==> config.mk <==
export PLATFORM = sky130hd
export DESIGN_NAME = wci_axi_protocol_monitor
export DESIGN_NICKNAME = d
export VERILOG_FILES = /design/src/rtl/wci_axi_mon_pkg.sv /design/src/rtl/wci_axi_chan_check.sv /design/src/rtl/wci_axi_protocol_monitor.sv
export SDC_FILE = /design/constraint.sdc
export NUM_CORES = 1
export LEC_CHECK = 0
export ABC_AREA = 1
export CORE_MARGIN = 2
export CORE_UTILIZATION = 40
export CTS_CLUSTER_SIZE = 14
export DETAILED_ROUTE_END_ITERATION = 12
export PLACE_DENSITY = 0.68
export RECOVER_POWER = 100
export SLEW_MARGIN = 10
export SYNTH_ARGS = -nofsm -noshare
export SYNTH_HDL_FRONTEND = slang
export SYNTH_SLANG_ARGS = --single-unit
export TNS_END_PERCENT = 5
==> constraint.sdc <==
create_clock -name CLK -period 21.9 [get_ports CLK]
set_input_delay 4.38 -clock CLK [delete_from_list [all_inputs] [get_ports CLK]]
set_output_delay 4.38 -clock CLK [all_outputs]
set_load 0.1 [all_outputs]
==> src/rtl/wci_axi_mon_pkg.sv <==
// Shared definitions for the WCI AXI-Lite protocol monitor: error-bit map,
// response encodings and small helpers used by the top.
package wci_axi_mon_pkg;

  localparam int ERR_W        = 12;
  localparam int ERR_AW_STAB  = 0;
  localparam int ERR_W_STAB   = 1;
  localparam int ERR_B_STAB   = 2;
  localparam int ERR_AR_STAB  = 3;
  localparam int ERR_R_STAB   = 4;
  localparam int ERR_B_ORPHAN = 5;
  localparam int ERR_R_ORPHAN = 6;
  localparam int ERR_WR_OVF   = 7;
  localparam int ERR_RD_OVF   = 8;
  localparam int ERR_WR_TMO   = 9;
  localparam int ERR_RD_TMO   = 10;
  localparam int ERR_RESP     = 11;

  typedef enum logic [1:0] {
    RESP_OKAY   = 2'b00,
    RESP_EXOKAY = 2'b01,
    RESP_SLVERR = 2'b10,
    RESP_DECERR = 2'b11
  } resp_e;

  function automatic logic [3:0] lowest_set(input logic [ERR_W-1:0] v);
    lowest_set = '0;
    for (int i = ERR_W - 1; i >= 0; i--) begin
      if (v[i]) lowest_set = 4'(i);
    end
  endfunction

  // Accept and response in the same cycle cancel; the count saturates at lim and 0.
  function automatic logic [3:0] pend_next(input logic [3:0] cnt, input logic inc,
                                           input logic dec, input logic [3:0] lim);
    pend_next = cnt;
    if (inc && !dec && cnt != lim) pend_next = cnt + 4'd1;
    else if (dec && !inc && cnt != 4'd0) pend_next = cnt - 4'd1;
  endfunction

endpackage

==> src/rtl/wci_axi_chan_check.sv <==
// One observed VALID/READY channel: handshake pulse plus stall-stability check
// (VALID must stay high and payload must hold while the previous cycle stalled).
module wci_axi_chan_check #(
  parameter int W = 8
) (
  input  logic         clk,
  input  logic         rst,
  input  logic         link_rst_n,
  input  logic         valid,
  input  logic         ready,
  input  logic [W-1:0] payload,
  output logic         hs,
  output logic         stab_err
);

  logic         stall_q, stall_d;
  logic [W-1:0] payload_q, payload_d;

  always_comb begin
    stall_d   = link_rst_n && valid && !ready;
    payload_d = payload;
    hs        = link_rst_n && valid && ready;
    stab_err  = link_rst_n && stall_q && (!valid || (payload != payload_q));
  end

  always_ff @(posedge clk or posedge rst) begin
    if (rst) begin
      stall_q   <= 1'b0;
      payload_q <= '0;
    end else begin
      stall_q   <= stall_d;
      payload_q <= payload_d;
    end
  end

endmodule

==> src/rtl/wci_axi_protocol_monitor.sv <==
// Passive AXI-Lite link observer: sticky violation flags, first-error capture,
// outstanding tracking, response watchdogs and completion counters.
module wci_axi_protocol_monitor
  import wci_axi_mon_pkg::*;
#(
  parameter int          ADDR_W  = 32,
  parameter int          DATA_W  = 32,
  parameter int          CNT_W   = 16,
  parameter int          MAX_OUT = 4,
  parameter int unsigned TIMEOUT = 1024
) (
  input  logic                CLK,
  input  logic                RST,
  input  logic                ARESETn,
  input  logic                AWVALID,
  input  logic                AWREADY,
  input  logic [ADDR_W-1:0]   AWADDR,
  input  logic [2:0]          AWPROT,
  input  logic                WVALID,
  input  logic                WREADY,
  input  logic [DATA_W-1:0]   WDATA,
  input  logic [DATA_W/8-1:0] WSTRB,
  input  logic                BVALID,
  input  logic                BREADY,
  input  logic [1:0]          BRESP,
  input  logic                ARVALID,
  input  logic                ARREADY,
  input  logic [ADDR_W-1:0]   ARADDR,
  input  logic [2:0]          ARPROT,
  input  logic                RVALID,
  input  logic                RREADY,
  input  logic [DATA_W-1:0]   RDATA,
  input  logic [1:0]          RRESP,
  input  logic                clr,
  output logic [ERR_W-1:0]    err,
  output logic                first_err_vld,
  output logic [3:0]          first_err,
  output logic [CNT_W-1:0]    wr_count,
  output logic [CNT_W-1:0]    rd_count,
  output logic [3:0]          wr_out,
  output logic [3:0]          rd_out,
  output logic [ADDR_W-1:0]   last_addr
);

  localparam int             STRB_W = DATA_W / 8;
  localparam int             WD_W   = (TIMEOUT > 0) ? $clog2(TIMEOUT + 1) : 1;
  localparam logic [WD_W-1:0] TMO   = WD_W'(TIMEOUT);
  localparam bit             TMO_EN = (TIMEOUT != 0);
  localparam logic [3:0]     MAX_Q  = 4'(MAX_OUT);

  logic aw_hs, w_hs, b_hs, ar_hs, r_hs;
  logic aw_stab, w_stab, b_stab, ar_stab, r_stab;

  wci_axi_chan_check #(.W(ADDR_W + 3)) u_aw (
    .clk(CLK), .rst(RST), .link_rst_n(ARESETn), .valid(AWVALID), .ready(AWREADY),
    .payload({AWPROT, AWADDR}), .hs(aw_hs), .stab_err(aw_stab));

  wci_axi_chan_check #(.W(DATA_W + STRB_W)) u_w (
    .clk(CLK), .rst(RST), .link_rst_n(ARESETn), .valid(WVALID), .ready(WREADY),
    .payload({WSTRB, WDATA}), .hs(w_hs), .stab_err(w_stab));

  wci_axi_chan_check #(.W(2)) u_b (
    .clk(CLK), .rst(RST), .link_rst_n(ARESETn), .valid(BVALID), .ready(BREADY),
    .payload(BRESP), .hs(b_hs), .stab_err(b_stab));

  wci_axi_chan_check #(.W(ADDR_W + 3)) u_ar (
    .clk(CLK), .rst(RST), .link_rst_n(ARESETn), .valid(ARVALID), .ready(ARREADY),
    .payload({ARPROT, ARADDR}), .hs(ar_hs), .stab_err(ar_stab));

  wci_axi_chan_check #(.W(DATA_W + 2)) u_r (
    .clk(CLK), .rst(RST), .link_rst_n(ARESETn), .valid(RVALID), .ready(RREADY),
    .payload({RRESP, RDATA}), .hs(r_hs), .stab_err(r_stab));

  logic [3:0]        aw_pend_q, aw_pend_d, w_pend_q, w_pend_d, rd_out_q, rd_out_d;
  logic [3:0]        wr_out_c;
  logic [WD_W-1:0]   wwd_q, wwd_d, rwd_q, rwd_d;
  logic [ERR_W-1:0]  err_q, err_d, err_new;
  logic              first_err_vld_q, first_err_vld_d;
  logic [3:0]        first_err_q, first_err_d;
  logic [CNT_W-1:0]  wr_count_q, wr_count_d, rd_count_q, rd_count_d;
  logic [ADDR_W-1:0] last_addr_q, last_addr_d;

  always_comb begin
    wr_out_c = (aw_pend_q < w_pend_q) ? aw_pend_q : w_pend_q;

    aw_pend_d = ARESETn ? pend_next(aw_pend_q, aw_hs, b_hs, MAX_Q) : 4'd0;
    w_pend_d  = ARESETn ? pend_next(w_pend_q, w_hs, b_hs, MAX_Q) : 4'd0;
    rd_out_d  = ARESETn ? pend_next(rd_out_q, ar_hs, r_hs, MAX_Q) : 4'd0;

    // Watchdogs run only while something is outstanding and park at TIMEOUT.
    wwd_d = '0;
    if (ARESETn && !b_hs && wr_out_c != 4'd0)
      wwd_d = (wwd_q == TMO) ? wwd_q : wwd_q + WD_W'(1);
    rwd_d = '0;
    if (ARESETn && !r_hs && rd_out_q != 4'd0)
      rwd_d = (rwd_q == TMO) ? rwd_q : rwd_q + WD_W'(1);

    err_new               = '0;
    err_new[ERR_AW_STAB]  = aw_stab;
    err_new[ERR_W_STAB]   = w_stab;
    err_new[ERR_B_STAB]   = b_stab;
    err_new[ERR_AR_STAB]  = ar_stab;
    err_new[ERR_R_STAB]   = r_stab;
    err_new[ERR_B_ORPHAN] = b_hs && (aw_pend_q == 4'd0 || w_pend_q == 4'd0);
    err_new[ERR_R_ORPHAN] = r_hs && (rd_out_q == 4'd0);
    err_new[ERR_WR_OVF]   = (aw_hs || w_hs) && (wr_out_c == MAX_Q);
    err_new[ERR_RD_OVF]   = ar_hs && (rd_out_q == MAX_Q);
    err_new[ERR_WR_TMO]   = TMO_EN && (wwd_d == TMO) && (wwd_q != TMO);
    err_new[ERR_RD_TMO]   = TMO_EN && (rwd_d == TMO) && (rwd_q != TMO);
    err_new[ERR_RESP]     = (b_hs && BRESP != RESP_OKAY) || (r_hs && RRESP != RESP_OKAY);

    err_d           = err_q | err_new;
    first_err_vld_d = first_err_vld_q;
    first_err_d     = first_err_q;
    if (!first_err_vld_q && err_new != '0) begin
      first_err_vld_d = 1'b1;
      first_err_d     = lowest_set(err_new);
    end
    wr_count_d = b_hs ? wr_count_q + CNT_W'(1) : wr_count_q;
    rd_count_d = r_hs ? rd_count_q + CNT_W'(1) : rd_count_q;

    // clr wins over anything flagged or counted in the same cycle.
    if (clr) begin
      err_d           = '0;
      first_err_vld_d = 1'b0;
      first_err_d     = '0;
      wr_count_d      = '0;
      rd_count_d      = '0;
    end

    last_addr_d = last_addr_q;
    if (aw_hs)      last_addr_d = AWADDR;
    else if (ar_hs) last_addr_d = ARADDR;
  end

  always_ff @(posedge CLK or posedge RST) begin
    if (RST) begin
      aw_pend_q       <= '0;
      w_pend_q        <= '0;
      rd_out_q        <= '0;
      wwd_q           <= '0;
      rwd_q           <= '0;
      err_q           <= '0;
      first_err_vld_q <= 1'b0;
      first_err_q     <= '0;
      wr_count_q      <= '0;
      rd_count_q      <= '0;
      last_addr_q     <= '0;
    end else begin
      aw_pend_q       <= aw_pend_d;
      w_pend_q        <= w_pend_d;
      rd_out_q        <= rd_out_d;
      wwd_q           <= wwd_d;
      rwd_q           <= rwd_d;
      err_q           <= err_d;
      first_err_vld_q <= first_err_vld_d;
      first_err_q     <= first_err_d;
      wr_count_q      <= wr_count_d;
      rd_count_q      <= rd_count_d;
      last_addr_q     <= last_addr_d;
    end
  end

  assign err           = err_q;
  assign first_err_vld = first_err_vld_q;
  assign first_err     = first_err_q;
  assign wr_count      = wr_count_q;
  assign rd_count      = rd_count_q;
  assign wr_out        = wr_out_c;
  assign rd_out        = rd_out_q;
  assign last_addr     = last_addr_q;

endmodule

==> results.py <==
metrics = {
    "run_status": {
        "status": "finished with violations",
        "violations": "capacitance limit, slew limit",
    },
    "place": {
        "gp_congestion": 0.858,
        "placedCellCount": 1965,
        "dp_hpwl_mm": 23.1,
        "io_buffers": 244,
    },
    "routing": {
        "drt_iter0_markers": 554,
        "post-route-drc-count": 0,
        "ant_nets": 0,
        "viasPerCell": 4.95,
        "vias": 10000,
        "wire_per_inst_um": 15.5,
        "wl_mm": 31.4,
        "drt-pass1-iter-count": 5,
    },
    "clock_network": {
        "htree_num_levels": 1,
        "cts_tree": "done",
        "cts_root_buf": "clkbuf_16",
        "postCtsSetupRepairBufs": 0,
        "holdBufCountCts": 0,
        "clockBufferDepth": 3,
        "clkLatencyLatePin_ns": 0.55,
        "cts_resized": 0,
        "clkTransAtPathRegs_ns": 0.06,
        "numCtsBuffers": 29,
        "cts_num_sinks": 262,
    },
    "power_and_ir_drop": {
        "power_frac_clock_pct": 31.3,
        "max-vdd-ir-drop_mv": 0.0610,
        "internal_power_uw": 926,
        "p_switching_uw": 565,
        "powerDensity_nw_per_um2": 94.0,
        "combPwrFrac_pct": 31.5,
        "seq_power_share_pct": 37.2,
        "p_leak_uw": 0.00755,
        "swShare_pct": 37.9,
    },
    "final_layout": {
        "regArea_um2": 6560,
        "drive_gt1_share_pct": 5.71,
        "syn2layout_area_growth_pct": 30.1,
        "multiInputGateArea_um2": 4620,
        "instances_no_fill": 2024,
        "fillers": 2698,
        "finalNetCount": 1780,
    },
    "floorplan": {
        "initial_core_util_pct": 40.9,
        "dieHeight_um": 179,
        "io_pins": 245,
        "core_um2": 29800,
        "rows": 63,
        "die_area_um2": 31900,
        "die_x_um": 179,
    },
    "yosys": {
        "synth_fa_ha_area_share_pct": 2.03,
        "ys_seq_elements": 262,
        "yosysTopAreaCellShare_pct": 53.8,
        "synthArstFlopShare_pct": 100,
        "yosysUniqueCellTypes": 51,
        "avgSynthCellArea_um2": 9.04,
        "ys_warn_count": 0,
        "synth_largest_area_cell": "dfrtp_1",
        "synth_compound_area_share_pct": 10.0,
        "synth_cells": 1349,
        "ys.flop_type": "dfrtp_1",
        "synth_edf_count": 0,
        "synth_top_family_by_area": "simple AND/OR/NAND/NOR gates",
        "synth.area.top_cells": "dfrtp_1, inv_1, nand2_1, o21ai_0, nand3_1",
        "muxShareOfSynthArea_pct": 0,
        "synth_area_um2": 12200,
        "yosys.area_share.simple_pct": 21.4,
        "yosysSeqAreaShare_pct": 53.8,
        "synth_nets": 1523,
        "synth-xor-area-share_pct": 5.46,
    },
    "job": {
        "maxCapViolations": 5,
    },
    "critical_path": {
        "path_max_fanout": 114,
        "endpoint_kind": "async pin",
        "regToRegSetupSlack_ns": 18.97,
        "rr_worst_depth": 16,
        "crit_start": "RST",
        "critPathRequiredTime_ns": 21.53,
        "r2r_start": "aw_pend_q[3]",
        "r2r_end": "first_err[2]",
        "path_class": "in -> async",
        "cp-start-kind": "primary input",
        "crit_arrival_ns": 11.06,
    },
    "grt": {
        "grtUsageTotal_pct": 20.2,
        "grt_pass1_wl_mm": 51.7,
        "overflow": 0,
        "grt_max_degree": 115,
        "grt_pass1_vias": 10300,
        "antenna_found_initial": 8,
    },
    "timing": {
        "clock-skew-final_ns": 0.0169,
        "fmax_ghz": 0.0875,
        "worst_pin_slew_ns": 4.99,
        "drv_slew": 399,
        "hold_viol_final": 0,
        "period_needed_ns": 11.43,
        "rsz0062_at_grt": "false",
        "report.final.setup_viol": 0,
        "min_period_over_period_pct": 52.2,
        "slew_headroom_pct": -234,
        "tns_ns": 0,
    },
    "min_path": {
        "min-delay-start": "first_err[0]",
        "min_to": "first_err[0]",
        "hold_path_class": "reg -> reg",
        "hold_depth": 2,
    },
}
[stage by stage]
stage / hold WS, ns / power, uW / instance area, um2 / worst slack [ns] / utilization [%]
after CTS: 0.491 / 1530 / 16000 / 14.40 / 53.7
final: 0.479 / 1490 / 15900 / 10.47 / 53.2
after global routing: 0.516 / 1570 / 15900 / 8.91 / 53.2
after global placement: 0.479 / 1050 / 15100 / 14.13 / 50.6
after floorplan: 0.527 / 915 / 12200 / 10.31 / -
after detailed placement: 0.471 / 1060 / 15100 / 14.01 / 50.6
[final cells by class]
class | instances | share of cell area, %
flip-flops and latches | 262 | 41.3
multi-input cells | 851 | 29.1
inverters | 212 | 5.06
clock buffers | 43 | 5.22
well taps | 390 | 3.08
repair buffers | 250 | 15.6
clock inverters | 11 | 0.528
diodes | 5 | 0.0789
[per-layer routing]
metal | vias to the layer above | part of all wire, % | track usage (%)
met4 | 6 | 1.6 | 4.51
met2 | 247 | 48 | 34.4
met5 | - | 0.10 | 0
met3 | 48 | 5.6 | 3.86
met1 | 4805 | 45 | 26.8
li1 | 4912 | - | -
[cells in the mapped netlist (2+ instances only)]
library cell / number
nor3_1: 23
nand2_1: 201
o2111ai_1: 12
o22ai_1: 18
nor4_1: 11
nor3b_1: 2
clkbuf_1: 20
a211oi_1: 4
nor3_2: 6
buf_1: 3
a21oi_1: 42
dfrtp_1: 262
nand3_1: 94
nor2_1: 121
nand4_1: 29
and3_1: 2
nand3b_1: 4
o21ai_0: 111
inv_2: 8
a22o_1: 4
inv_1: 203
nand3_2: 3
o21a_1: 4
fa_1: 3
nand3_4: 2
o21ai_1: 4
or2_2: 15
nand2_2: 8
ha_1: 15
nor2_2: 10
xor2_1: 47
xnor2_1: 29
nor2_4: 4
o211ai_1: 4
nand2_4: 5
[cell families (layout without fill, tap and decap cells)]
| group | count (synthesis) | count (layout) |
|---|---|---|
| and+or+nand+nor | 546 | 546 |
| adders and majority gates | 18 | 18 |
| DFF | 262 | 262 |
| AOI/OAI and AO/OA | 211 | 211 |
| buffers and inverters | 236 | 516 |
| other | 0 | 5 |
| xor gates and xnor gates | 76 | 76 |
[power groups by stage]
stage / clock network (uW) / logic, uW / registers (uW)
final: 467 / 470 / 555
after global routing: 503 / 508 / 560
after CTS: 479 / 494 / 555
after detailed placement: 0 / 492 / 563
after global placement: 0 / 485 / 563
after floorplan: 0 / 235 / 681
[worst max-delay path by stage]
stage	end	depth (start not counted)
3_5_place_dp	aw_pend_q[3]	13
2_1_floorplan	aw_pend_q[0]	1
4_1_cts	wr_out[2]	5
6_report	u_r.payload_q[33]	3
3_3_place_gp	aw_pend_q[3]	13
5_1_grt	rd_count[6]	3
[sequential cells by signal (all words and copies together), names as in the netlist, 11 cells and up]
name	flops
u_r.payload_q	34
rwd_q	11
last_addr	32
rd_count	16
err	12
u_ar.payload_q	35
u_aw.payload_q	35
u_w.payload_q	36
wr_count	16
wwd_q	11
[worst max-delay path, cell delays in order]
cell and delay [ns]:
dlygate4sd3_1 0.55, clkinvlp_2 2.77, clkbuf_1 3.21
[cells in the final DEF, fill, tap and decap left out, types with 5 or more instances in the layout]
master	instances
inv_1	207
nor4_1	12
diode_2	5
clkbuf_16	29
nor3_1	27
or2_2	15
nor2_1	128
nand4_1	29
clkbuf_1	14
nand2_1	202
clkdlybuf4s50_1	11
xor2_1	47
nand2_2	8
o22ai_1	18
dfrtp_1	262
a21oi_1	42
o21ai_0	112
nor2_2	6
o2111ai_1	12
clkbuf_8	5
xnor2_1	29
nand3_1	97
ha_1	15
dlygate4sd3_1	233
clkinv_2	9
Power figures use the tool's default switching activity.
